<file path="config.mk">
export PLATFORM = sky130hd
export DESIGN_NAME = swc_pkt_mem_write_pump_flat
export DESIGN_NICKNAME = d
export VERILOG_FILES = /design/src/rtl/swc_pkt_mem_write_pump_if.sv /design/src/rtl/swc_pkt_mem_write_pump.sv /design/src/flat_wrapper.sv
export SDC_FILE = /design/constraint.sdc
export NUM_CORES = 2
export LEC_CHECK = 0
export ABC_AREA = 1
export CORE_MARGIN = 5
export CORE_UTILIZATION = 35
export CTS_CLUSTER_DIAMETER = 50
export DETAILED_ROUTE_END_ITERATION = 16
export PLACE_DENSITY_LB_ADDON = 0.12
export SLEW_MARGIN = 20
export SYNTH_ARGS = -nofsm -noshare
export SYNTH_HDL_FRONTEND = slang
export SYNTH_SLANG_ARGS = --single-unit
</file>
<file path="constraint.sdc">
create_clock -name clk_i -period 92.5 [get_ports clk_i]
set_input_delay 27.75 -clock clk_i [delete_from_list [all_inputs] [get_ports clk_i]]
set_output_delay 27.75 -clock clk_i [all_outputs]
set_load 0.01 [all_outputs]
</file>
<file path="src/rtl/swc_pkt_mem_write_pump_if.sv">
// Port-side and memory-side signals of the MPM write pump.
// The overflow_cnt_o member exists only when SWC_PUMP_OVERFLOW_CNT_EN is defined.
interface swc_pkt_mem_write_pump_if #(
  parameter int unsigned g_data_width      = 16,
  parameter int unsigned g_ctrl_width      = 16,
  parameter int unsigned g_mpm_mult        = 16,
  parameter int unsigned g_page_addr_width = 10,
  parameter int unsigned g_offset_width    = 2
) ();

  logic                                              sync_i;
  logic                                              pagereq_i;
  logic [g_page_addr_width-1:0]                      pageaddr_i;
  logic                                              pageend_o;
  logic [g_data_width-1:0]                           data_i;
  logic [g_ctrl_width-1:0]                           ctrl_i;
  logic                                              drdy_i;
  logic                                              full_o;
  logic                                              flush_i;
  logic                                              mem_we_o;
  logic [g_page_addr_width+g_offset_width-1:0]       mem_addr_o;
  logic [g_mpm_mult*(g_data_width+g_ctrl_width)-1:0] mem_data_o;
  logic [g_mpm_mult-1:0]                             mem_mask_o;
`ifdef SWC_PUMP_OVERFLOW_CNT_EN
  logic [15:0]                                       overflow_cnt_o;
`endif

  // Master drives words and slot/page control; the pump is the slave.
  modport master (
`ifdef SWC_PUMP_OVERFLOW_CNT_EN
    input  overflow_cnt_o,
`endif
    output sync_i, pagereq_i, pageaddr_i, data_i, ctrl_i, drdy_i, flush_i,
    input  pageend_o, full_o, mem_we_o, mem_addr_o, mem_data_o, mem_mask_o
  );

  modport slave (
`ifdef SWC_PUMP_OVERFLOW_CNT_EN
    output overflow_cnt_o,
`endif
    input  sync_i, pagereq_i, pageaddr_i, data_i, ctrl_i, drdy_i, flush_i,
    output pageend_o, full_o, mem_we_o, mem_addr_o, mem_data_o, mem_mask_o
  );

endinterface

</file>
<file path="src/rtl/swc_pkt_mem_write_pump.sv">
// Per-port MPM write pump: packs words into a line and commits it in the port's sync slot.
// Optional dropped-word counter enabled by defining SWC_PUMP_OVERFLOW_CNT_EN.
module swc_pkt_mem_write_pump #(
  parameter int unsigned g_data_width      = 16,
  parameter int unsigned g_ctrl_width      = 16,
  parameter int unsigned g_mpm_mult        = 16,
  parameter int unsigned g_page_addr_width = 10,
  parameter int unsigned g_lines_per_page  = 4,
  parameter int unsigned g_offset_width    = 2
) (
  input  logic                     clk_i,
  input  logic                     rst_i,
  swc_pkt_mem_write_pump_if.slave  pif
);

  localparam int unsigned WordW = g_data_width + g_ctrl_width;
  localparam int unsigned CntW  = (g_mpm_mult > 1) ? $clog2(g_mpm_mult) : 1;
  localparam int unsigned AddrW = g_page_addr_width + g_offset_width;
  localparam logic [CntW-1:0]           LastLane = CntW'(g_mpm_mult - 1);
  localparam logic [g_offset_width-1:0] LastOff  = g_offset_width'(g_lines_per_page - 1);

  typedef enum logic {ST_FILL, ST_PEND} state_e;

  state_e                                 state_q, state_d;
  logic                                   full_q, full_d;
  logic [CntW-1:0]                        cnt_q, cnt_d;
  logic [g_mpm_mult-1:0][WordW-1:0]       line_q, line_d;
  logic [g_mpm_mult-1:0]                  mask_q, mask_d;
  logic [g_page_addr_width-1:0]           page_q, page_d;
  logic [g_offset_width-1:0]              offset_q, offset_d;
  logic                                   page_valid_q, page_valid_d;
  logic                                   mem_we_q, mem_we_d;
  logic [AddrW-1:0]                       mem_addr_q, mem_addr_d;
  logic [g_mpm_mult-1:0][WordW-1:0]       mem_data_q, mem_data_d;
  logic [g_mpm_mult-1:0]                  mem_mask_q, mem_mask_d;
  logic                                   pageend_q, pageend_d;

  logic accept;
  logic commit;

  // full_q mirrors the pending state, so accept and commit never coincide.
  assign accept = pif.drdy_i & ~full_q;
  assign commit = (state_q == ST_PEND) & pif.sync_i & page_valid_q;

  always_ff @(posedge clk_i or posedge rst_i) begin
    if (rst_i) begin
      state_q      <= ST_FILL;
      full_q       <= 1'b0;
      cnt_q        <= '0;
      line_q       <= '0;
      mask_q       <= '0;
      page_q       <= '0;
      offset_q     <= '0;
      page_valid_q <= 1'b0;
      mem_we_q     <= 1'b0;
      mem_addr_q   <= '0;
      mem_data_q   <= '0;
      mem_mask_q   <= '0;
      pageend_q    <= 1'b0;
    end else begin
      state_q      <= state_d;
      full_q       <= full_d;
      cnt_q        <= cnt_d;
      line_q       <= line_d;
      mask_q       <= mask_d;
      page_q       <= page_d;
      offset_q     <= offset_d;
      page_valid_q <= page_valid_d;
      mem_we_q     <= mem_we_d;
      mem_addr_q   <= mem_addr_d;
      mem_data_q   <= mem_data_d;
      mem_mask_q   <= mem_mask_d;
      pageend_q    <= pageend_d;
    end
  end

  always_comb begin
    state_d      = state_q;
    cnt_d        = cnt_q;
    line_d       = line_q;
    mask_d       = mask_q;
    page_d       = page_q;
    offset_d     = offset_q;
    page_valid_d = page_valid_q;
    mem_we_d     = 1'b0;
    mem_addr_d   = mem_addr_q;
    mem_data_d   = mem_data_q;
    mem_mask_d   = mem_mask_q;
    pageend_d    = 1'b0;

    if (accept) begin
      line_d[cnt_q] = {pif.ctrl_i, pif.data_i};
      mask_d[cnt_q] = 1'b1;
      if (cnt_q == LastLane) begin
        state_d = ST_PEND;
        cnt_d   = '0;
      end else begin
        cnt_d = cnt_q + CntW'(1);
      end
    end

    // Flush looks at the count after this edge's accept so that word is included.
    if (pif.flush_i && (cnt_d != '0)) begin
      state_d = ST_PEND;
      cnt_d   = '0;
    end

    if (commit) begin
      state_d    = ST_FILL;
      mem_we_d   = 1'b1;
      mem_addr_d = {page_q, offset_q};
      mem_data_d = line_q;
      mem_mask_d = mask_q;
      mask_d     = '0;
      if (offset_q == LastOff) begin
        offset_d     = '0;
        page_valid_d = 1'b0;
        pageend_d    = 1'b1;
      end else begin
        offset_d = offset_q + g_offset_width'(1);
      end
    end

    // A page request overrides the post-commit page state; the commit already used the old one.
    if (pif.pagereq_i) begin
      page_d       = pif.pageaddr_i;
      page_valid_d = 1'b1;
      offset_d     = '0;
    end

    full_d = (state_d == ST_PEND);
  end

`ifdef SWC_PUMP_OVERFLOW_CNT_EN
  logic [15:0] ovf_cnt_q, ovf_cnt_d;

  always_ff @(posedge clk_i or posedge rst_i) begin
    if (rst_i) ovf_cnt_q <= '0;
    else       ovf_cnt_q <= ovf_cnt_d;
  end

  // Saturating count of words offered while the pump was full.
  always_comb begin
    ovf_cnt_d = ovf_cnt_q;
    if (pif.drdy_i && full_q && (ovf_cnt_q != 16'hFFFF)) ovf_cnt_d = ovf_cnt_q + 16'd1;
  end

  assign pif.overflow_cnt_o = ovf_cnt_q;
`endif

  assign pif.full_o     = full_q;
  assign pif.pageend_o  = pageend_q;
  assign pif.mem_we_o   = mem_we_q;
  assign pif.mem_addr_o = mem_addr_q;
  assign pif.mem_data_o = mem_data_q;
  assign pif.mem_mask_o = mem_mask_q;

endmodule
</file>
<file path="src/flat_wrapper.sv">
// flat-port wrapper written by rule: the top's interface ports become plain ports
module swc_pkt_mem_write_pump_flat 
#(
  parameter int unsigned g_data_width      = 16,
  parameter int unsigned g_ctrl_width      = 16,
  parameter int unsigned g_mpm_mult        = 16,
  parameter int unsigned g_page_addr_width = 10,
  parameter int unsigned g_lines_per_page  = 4,
  parameter int unsigned g_offset_width    = 2
)
  (clk_i, rst_i, pif_sync_i, pif_pagereq_i, pif_pageaddr_i, pif_data_i, pif_ctrl_i, pif_drdy_i, pif_flush_i, pif_pageend_o, pif_full_o, pif_mem_we_o, pif_mem_addr_o, pif_mem_data_o, pif_mem_mask_o);
  swc_pkt_mem_write_pump_if #(.g_data_width(g_data_width), .g_ctrl_width(g_ctrl_width), .g_mpm_mult(g_mpm_mult), .g_page_addr_width(g_page_addr_width), .g_offset_width(g_offset_width)) pif_i ();
  input  logic clk_i;
  input  logic rst_i;
  input wire logic [$bits(pif_i.sync_i)-1:0] pif_sync_i;
  input wire logic [$bits(pif_i.pagereq_i)-1:0] pif_pagereq_i;
  input wire logic [$bits(pif_i.pageaddr_i)-1:0] pif_pageaddr_i;
  input wire logic [$bits(pif_i.data_i)-1:0] pif_data_i;
  input wire logic [$bits(pif_i.ctrl_i)-1:0] pif_ctrl_i;
  input wire logic [$bits(pif_i.drdy_i)-1:0] pif_drdy_i;
  input wire logic [$bits(pif_i.flush_i)-1:0] pif_flush_i;
  output wire logic [$bits(pif_i.pageend_o)-1:0] pif_pageend_o;
  output wire logic [$bits(pif_i.full_o)-1:0] pif_full_o;
  output wire logic [$bits(pif_i.mem_we_o)-1:0] pif_mem_we_o;
  output wire logic [$bits(pif_i.mem_addr_o)-1:0] pif_mem_addr_o;
  output wire logic [$bits(pif_i.mem_data_o)-1:0] pif_mem_data_o;
  output wire logic [$bits(pif_i.mem_mask_o)-1:0] pif_mem_mask_o;
  assign pif_i.sync_i = pif_sync_i;
  assign pif_i.pagereq_i = pif_pagereq_i;
  assign pif_i.pageaddr_i = pif_pageaddr_i;
  assign pif_i.data_i = pif_data_i;
  assign pif_i.ctrl_i = pif_ctrl_i;
  assign pif_i.drdy_i = pif_drdy_i;
  assign pif_i.flush_i = pif_flush_i;
  assign pif_pageend_o = pif_i.pageend_o;
  assign pif_full_o = pif_i.full_o;
  assign pif_mem_we_o = pif_i.mem_we_o;
  assign pif_mem_addr_o = pif_i.mem_addr_o;
  assign pif_mem_data_o = pif_i.mem_data_o;
  assign pif_mem_mask_o = pif_i.mem_mask_o;
  swc_pkt_mem_write_pump #(.g_data_width(g_data_width), .g_ctrl_width(g_ctrl_width), .g_mpm_mult(g_mpm_mult), .g_page_addr_width(g_page_addr_width), .g_lines_per_page(g_lines_per_page), .g_offset_width(g_offset_width)) u_core (.clk_i(clk_i), .rst_i(rst_i), .pif(pif_i));
endmodule
</file>
Word level (Yosys, flattened, before mapping)

Index checks and enable logic that the tools add are counted.

Bits in registers: 1,088
Bits in latches: 0
RAM bits: 0
Bits in read-only memories: 0
Input port bits: 48
Output and inout port bits: 543
Word-level logic and storage cells: 86
Memories kept: 0

Add/subtract/negate cells: 2
$mul: 0
Divide/modulo/power cells: 0
$lt $le $gt $ge: 2
Equal/unequal tests: 2
Shifts and indexed selects: 0
Multiplexer cells: 23
Bitwise operators: 5
Reduce and logical (&&, ||, !) cells: 10

Operators by type and width:

| kind                                                                  | number |
|---|---|
| 512-bit bitwise mux                                                   | 1 |
| 32-bit demux with 4-bit select                                        | 1 |
| 16-bit 2-to-1 mux                                                     | 2 |
| 32-bit 2-to-1 mux                                                     | 1 |
| 16-bit OR                                                             | 1 |
| 4-bit 2-to-1 mux                                                      | 3 |
| 1-bit 2-to-1 mux                                                      | 11 |
| 2-bit 2-to-1 mux                                                      | 3 |
| 2-bit nonzero test                                                    | 3 |
| 3-bit nonzero test                                                    | 2 |
| 4-bit by 5-bit < comparator with 1-bit output, second input constant  | 1 |
| 4-bit by 1-bit adder with 4-bit output, second input constant         | 1 |
| 1-bit demux with 4-bit select                                         | 1 |
| 4-bit equality test, second input constant                            | 1 |
| 4-bit by 1-bit >= comparator with 1-bit output, second input constant | 1 |
| 2-bit AND reduction                                                   | 2 |
| 4-bit nonzero test                                                    | 1 |
| 1-bit bitwise AND                                                     | 3 |
| 2-bit by 1-bit adder with 2-bit output, second input constant         | 1 |
| 2-bit equality test, second input constant                            | 1 |
| 1-bit logical AND                                                     | 2 |
| 1-bit inverter                                                        | 1 |

Depth between registers and ports, before layout

Depth in word-level cells: 7
Depth in mapped cells: 10

Least setup slack after synthesis

OpenSTA, ideal clock, no wires.

Kind: input -> register
Start: in pif_sync_i
End: reg u_core.mem_data_q, in the netlist u_core.pif.mem_data_o[198]
Data arrival time: 28,537 ps
Path slack: 63,880 ps
Stages on the path: 6
Buffers on the path: 3
Cells stage by stage: nand3_1 -> buf_2 -> buf_2 -> buf_1 -> nand2_1 -> o21ai_0

Cells in the longest elaborated chain, start to end: 2

Ends and longest elaborated chain:

| what                           | RTL line                     | RTL |
|---|---|---|
| from (decl)                    | flat_wrapper.sv:15           | `input wire logic [$bits(pif_i.sync_i)-1:0] pif_sync_i;` |
| 1-bit bitwise AND (2 in a row) | swc_pkt_mem_write_pump.sv:43 | `assign commit = (state_q == ST_PEND) & pif.sync_i & page_valid_q;` |
| to (signal assigned)           | swc_pkt_mem_write_pump.sv:71 | `mem_data_q <= mem_data_d;` |
| to (decl)                      | swc_pkt_mem_write_pump.sv:34 | `logic [g_mpm_mult-1:0][WordW-1:0] mem_data_q, mem_data_d;` |

Every way passes these cells.
A chain may end at the register's enable or synchronous reset.

Worst setup path in the final report

Start: in pif_sync_i
End: reg u_core.mem_data_q, in the netlist u_core.pif.mem_data_o[341]

Same word-level chain as after synthesis.

==> impl_metrics.env <==
export IMPL_first_pass_iters=5
export IMPL_yosysTopAreaCell="dfrtp_1"
export IMPL_grt_pass1_vias=28200
export IMPL_ys_ff_latch=1088
export IMPL_setup_violations=0
export IMPL_cts_max_path_buffers=3
export IMPL_rsz0062_at_grt="no"
export IMPL_synth_top_cell_area_share_pct=67.3
export IMPL_holdCritPathClass="flip-flop to flip-flop"
export IMPL_cts_setup_buffers=0
export IMPL_status="completed"
export IMPL_synthesis_area_sq_um=40400
export IMPL_p_clk_share_pct=30.8
export IMPL_cts_tree="yes"
export IMPL_via_per_inst=4.62
export IMPL_worstSetupStartpointType="input port"
export IMPL_initial_core_util_pct=35.3
export IMPL_worst_slew_pin_slew_ns=1.14
export IMPL_cp_required_ns=93.05
export IMPL_dr_first_iter_drc_count=2358
export IMPL_slew_violations=0
export IMPL_wire_per_inst_microns=19.0
export IMPL_switching_share_pct=31.5
export IMPL_synth_area_leaders="dfrtp_1 (67%), nand2_1 (15%), o21ai_0 (9.1%), inv_1 (3.1%), buf_2 (1.2%)"
export IMPL_synth_nets=4216
export IMPL_cts_sinks=1088
export IMPL_fillCellCount=11100
export IMPL_timing_slew_headroom_pct=23.7
export IMPL_finalCritPeriodShare_pct=34.6
export IMPL_criticalPathCategory="input port to flip-flop"
export IMPL_holdWs_ns=0.454
export IMPL_async_flop_share_pct=100
export IMPL_finalSetupTns_ns=0
export IMPL_ant_nets=0
export IMPL_syn_avg_cell_area_sq_um=9.71
export IMPL_skew_ns=0.0268
export IMPL_synth_seq_area_share_pct=67.3
export IMPL_fin_crit_ns=32.00
export IMPL_core_sq_um=115000
export IMPL_comb_power_share_pct=26.2
export IMPL_dp_hpwl_microns=77100
export IMPL_drv_cap=0
export IMPL_syn_inst=4163
export IMPL_cts_root_buf="clkbuf_16"
export IMPL_cts_made_buffers=131
export IMPL_worst_ep_arrival_time_ns=32.55
export IMPL_die_w_microns=350
export IMPL_postCtsHoldBufs=0
export IMPL_p_leak_nw=24.9
export IMPL_nNetsFinal=4712
export IMPL_vdd_drop_max_uv=19.1
export IMPL_synth_edf_count=0
export IMPL_port_buffer_count=590
export IMPL_yosys_warnings=0
export IMPL_grt_first_pass_wirelength_microns=182000
export IMPL_cts_resized=0
export IMPL_total_power_w=0.00163
export IMPL_drc=0
export IMPL_antenna_found_initial=2
export IMPL_ys_top_cells_by_count="nand2_1 (1588), dfrtp_1 (1088), o21ai_0 (734), inv_1 (329), buf_2 (97)"
export IMPL_die_area_sq_um=122000
export IMPL_totalWireLength_microns=119000
export IMPL_end_kind="flip-flop"
export IMPL_synth_most_common_cell="nand2_1"
export IMPL_clk_latency_ns=0.71
export IMPL_ios=591
export IMPL_overflow=0
export IMPL_drive_gt1_share_pct=5.52
export IMPL_synth_ff_type="dfrtp_1"
export IMPL_hold_viol_final=0
export IMPL_grt_usage_pct=19.3
export IMPL_multiInputGateArea_sq_um=10500
export IMPL_ys_types=24
export IMPL_chipHeight_microns=350
export IMPL_p_seq_share_pct=43.0
export IMPL_grt_max_degree=203
export IMPL_row_count=124
export IMPL_htreeDepth=4
export IMPL_area_delta_synth_final_pct=27.1
export IMPL_switchingPower_w=0.000513
export IMPL_via_count=29000
export IMPL_placedInstanceArea_sq_um=47100
export IMPL_worstPathMaxFanout=93
export IMPL_gp_congestion=0.762
export IMPL_clock_fmax_ghz=0.0312
export IMPL_powerDensity_nw_per_um2=31.7
export IMPL_internal_power_w=0.00112
export IMPL_clk_pin_slew_ns=0.06
export IMPL_final_core_util_pct=44.9
export IMPL_register_area_sq_um=27200
export IMPL_finalInstanceArea_sq_um=51400
[worst paths after layout]
path	startpoint	endpoint	slack, ns	depth (start not counted)
min in group asynchronous	rst_i	u_core.pif.mem_data_o[119]$_DFFE_PP0P_	27.55	2
setup / recovery	pif_sync_i	u_core.pif.mem_data_o[341]$_DFFE_PP0P_	60.50	8
hold reg to reg	u_core.line_q[76]$_DFFE_PP0P_	u_core.pif.mem_data_o[76]$_DFFE_PP0P_	0.45	2
setup reg to reg	u_core.state_q$_DFFE_PP0P_	u_core.pif.mem_data_o[341]$_DFFE_PP0P_	87.50	7
max in group asynchronous	rst_i	u_core.pif.mem_data_o[221]$_DFFE_PP0P_	61.21	6
hold / removal	u_core.line_q[76]$_DFFE_PP0P_	u_core.pif.mem_data_o[76]$_DFFE_PP0P_	0.45	2
[kinds of logic after synthesis]
group	synth area share [%]
flip-flops	67.3
buffers and inverters	6.88
AO/OA/AOI/OAI	10.2
adder cells (fa/ha/maj)	0.155
AND/OR/NAND/NOR	15.5
[power by group through the flow]
| stage | sequential [W] | clock, W | combinational (W) |
|---|---|---|---|
| global placement | 0.000710 | 0 | 0.000427 |
| global route | 0.000716 | 0.000537 | 0.000475 |
| finish | 0.000701 | 0.000502 | 0.000428 |
| CTS | 0.000702 | 0.000517 | 0.000437 |
| detailed placement | 0.000707 | 0 | 0.000435 |
| floorplan | 0.000714 | 0 | 0.000160 |
[critical path: stages]
cell and delay (ns):
clkdlybuf4s50_1 0.44, nand3_4 0.31, buf_4 0.69, buf_4 0.74, buf_4 0.70, buf_4 0.77, buf_4 0.71, o21ai_0 0.19
[routing by layer]
metal	up-vias	GRT usage, %	wire (microns)
li1	14000	-	-
met3	132	3.96	7250
met2	778	29.0	52300
met4	0	4.47	1860
met5	-	0	0
met1	14100	28.9	57800
[flip-flops by register name, indices dropped and copies added, names as in the netlist]
register / flops
u_core.page_q: 10
u_core.state_q: 1
u_core.offset_q: 2
u_core.pif.pageend_o: 1
u_core.line_q: 512
u_core.cnt_q: 4
u_core.page_valid_q: 1
u_core.pif.mem_we_o: 1
u_core.pif.mem_addr_o: 12
u_core.pif.mem_mask_o: 16
u_core.mask_q: 16
u_core.pif.mem_data_o: 512
[area by class of cell]
class / instances / area share, %
clock inverters: 37 / 0.882
well taps: 1512 / 3.68
clock buffers: 187 / 7.31
multi-input cells: 2468 / 20.4
repair buffers: 633 / 12.2
flip-flops and latches: 1088 / 53.0
inverters: 337 / 2.49
diodes: 2 / 0.00974
[cells in the final DEF (no fill, tap or decap), drive strengths merged]
| cell type | Yosys | final |
|---|---|---|
| ha | 5 | 5 |
| dfrtp | 1088 | 1088 |
| o31ai | 1 | 1 |
| clkinv | 1 | 20 |
| inv | 336 | 343 |
| nand4 | 1 | 1 |
| clkbuf | 85 | 187 |
| nand3 | 12 | 12 |
| nor2 | 40 | 40 |
| bufinv | 0 | 9 |
| a21oi | 11 | 11 |
| buf | 185 | 43 |
| clkinvlp | 0 | 2 |
| clkdlybuf4s50 | 0 | 590 |
| nand2 | 1589 | 1589 |
| a21boi | 1 | 1 |
| o21ai | 808 | 808 |
| diode | 0 | 2 |
[metrics by stage]
stage	std cells	setup WS, ns
after floorplan	4163	34.12
after global placement	6037	59.85
after detailed placement	6037	59.74
after CTS	6261	60.52
after global routing	6262	60.07
final	6264	60.50
Power figures use the tool's default switching activity.
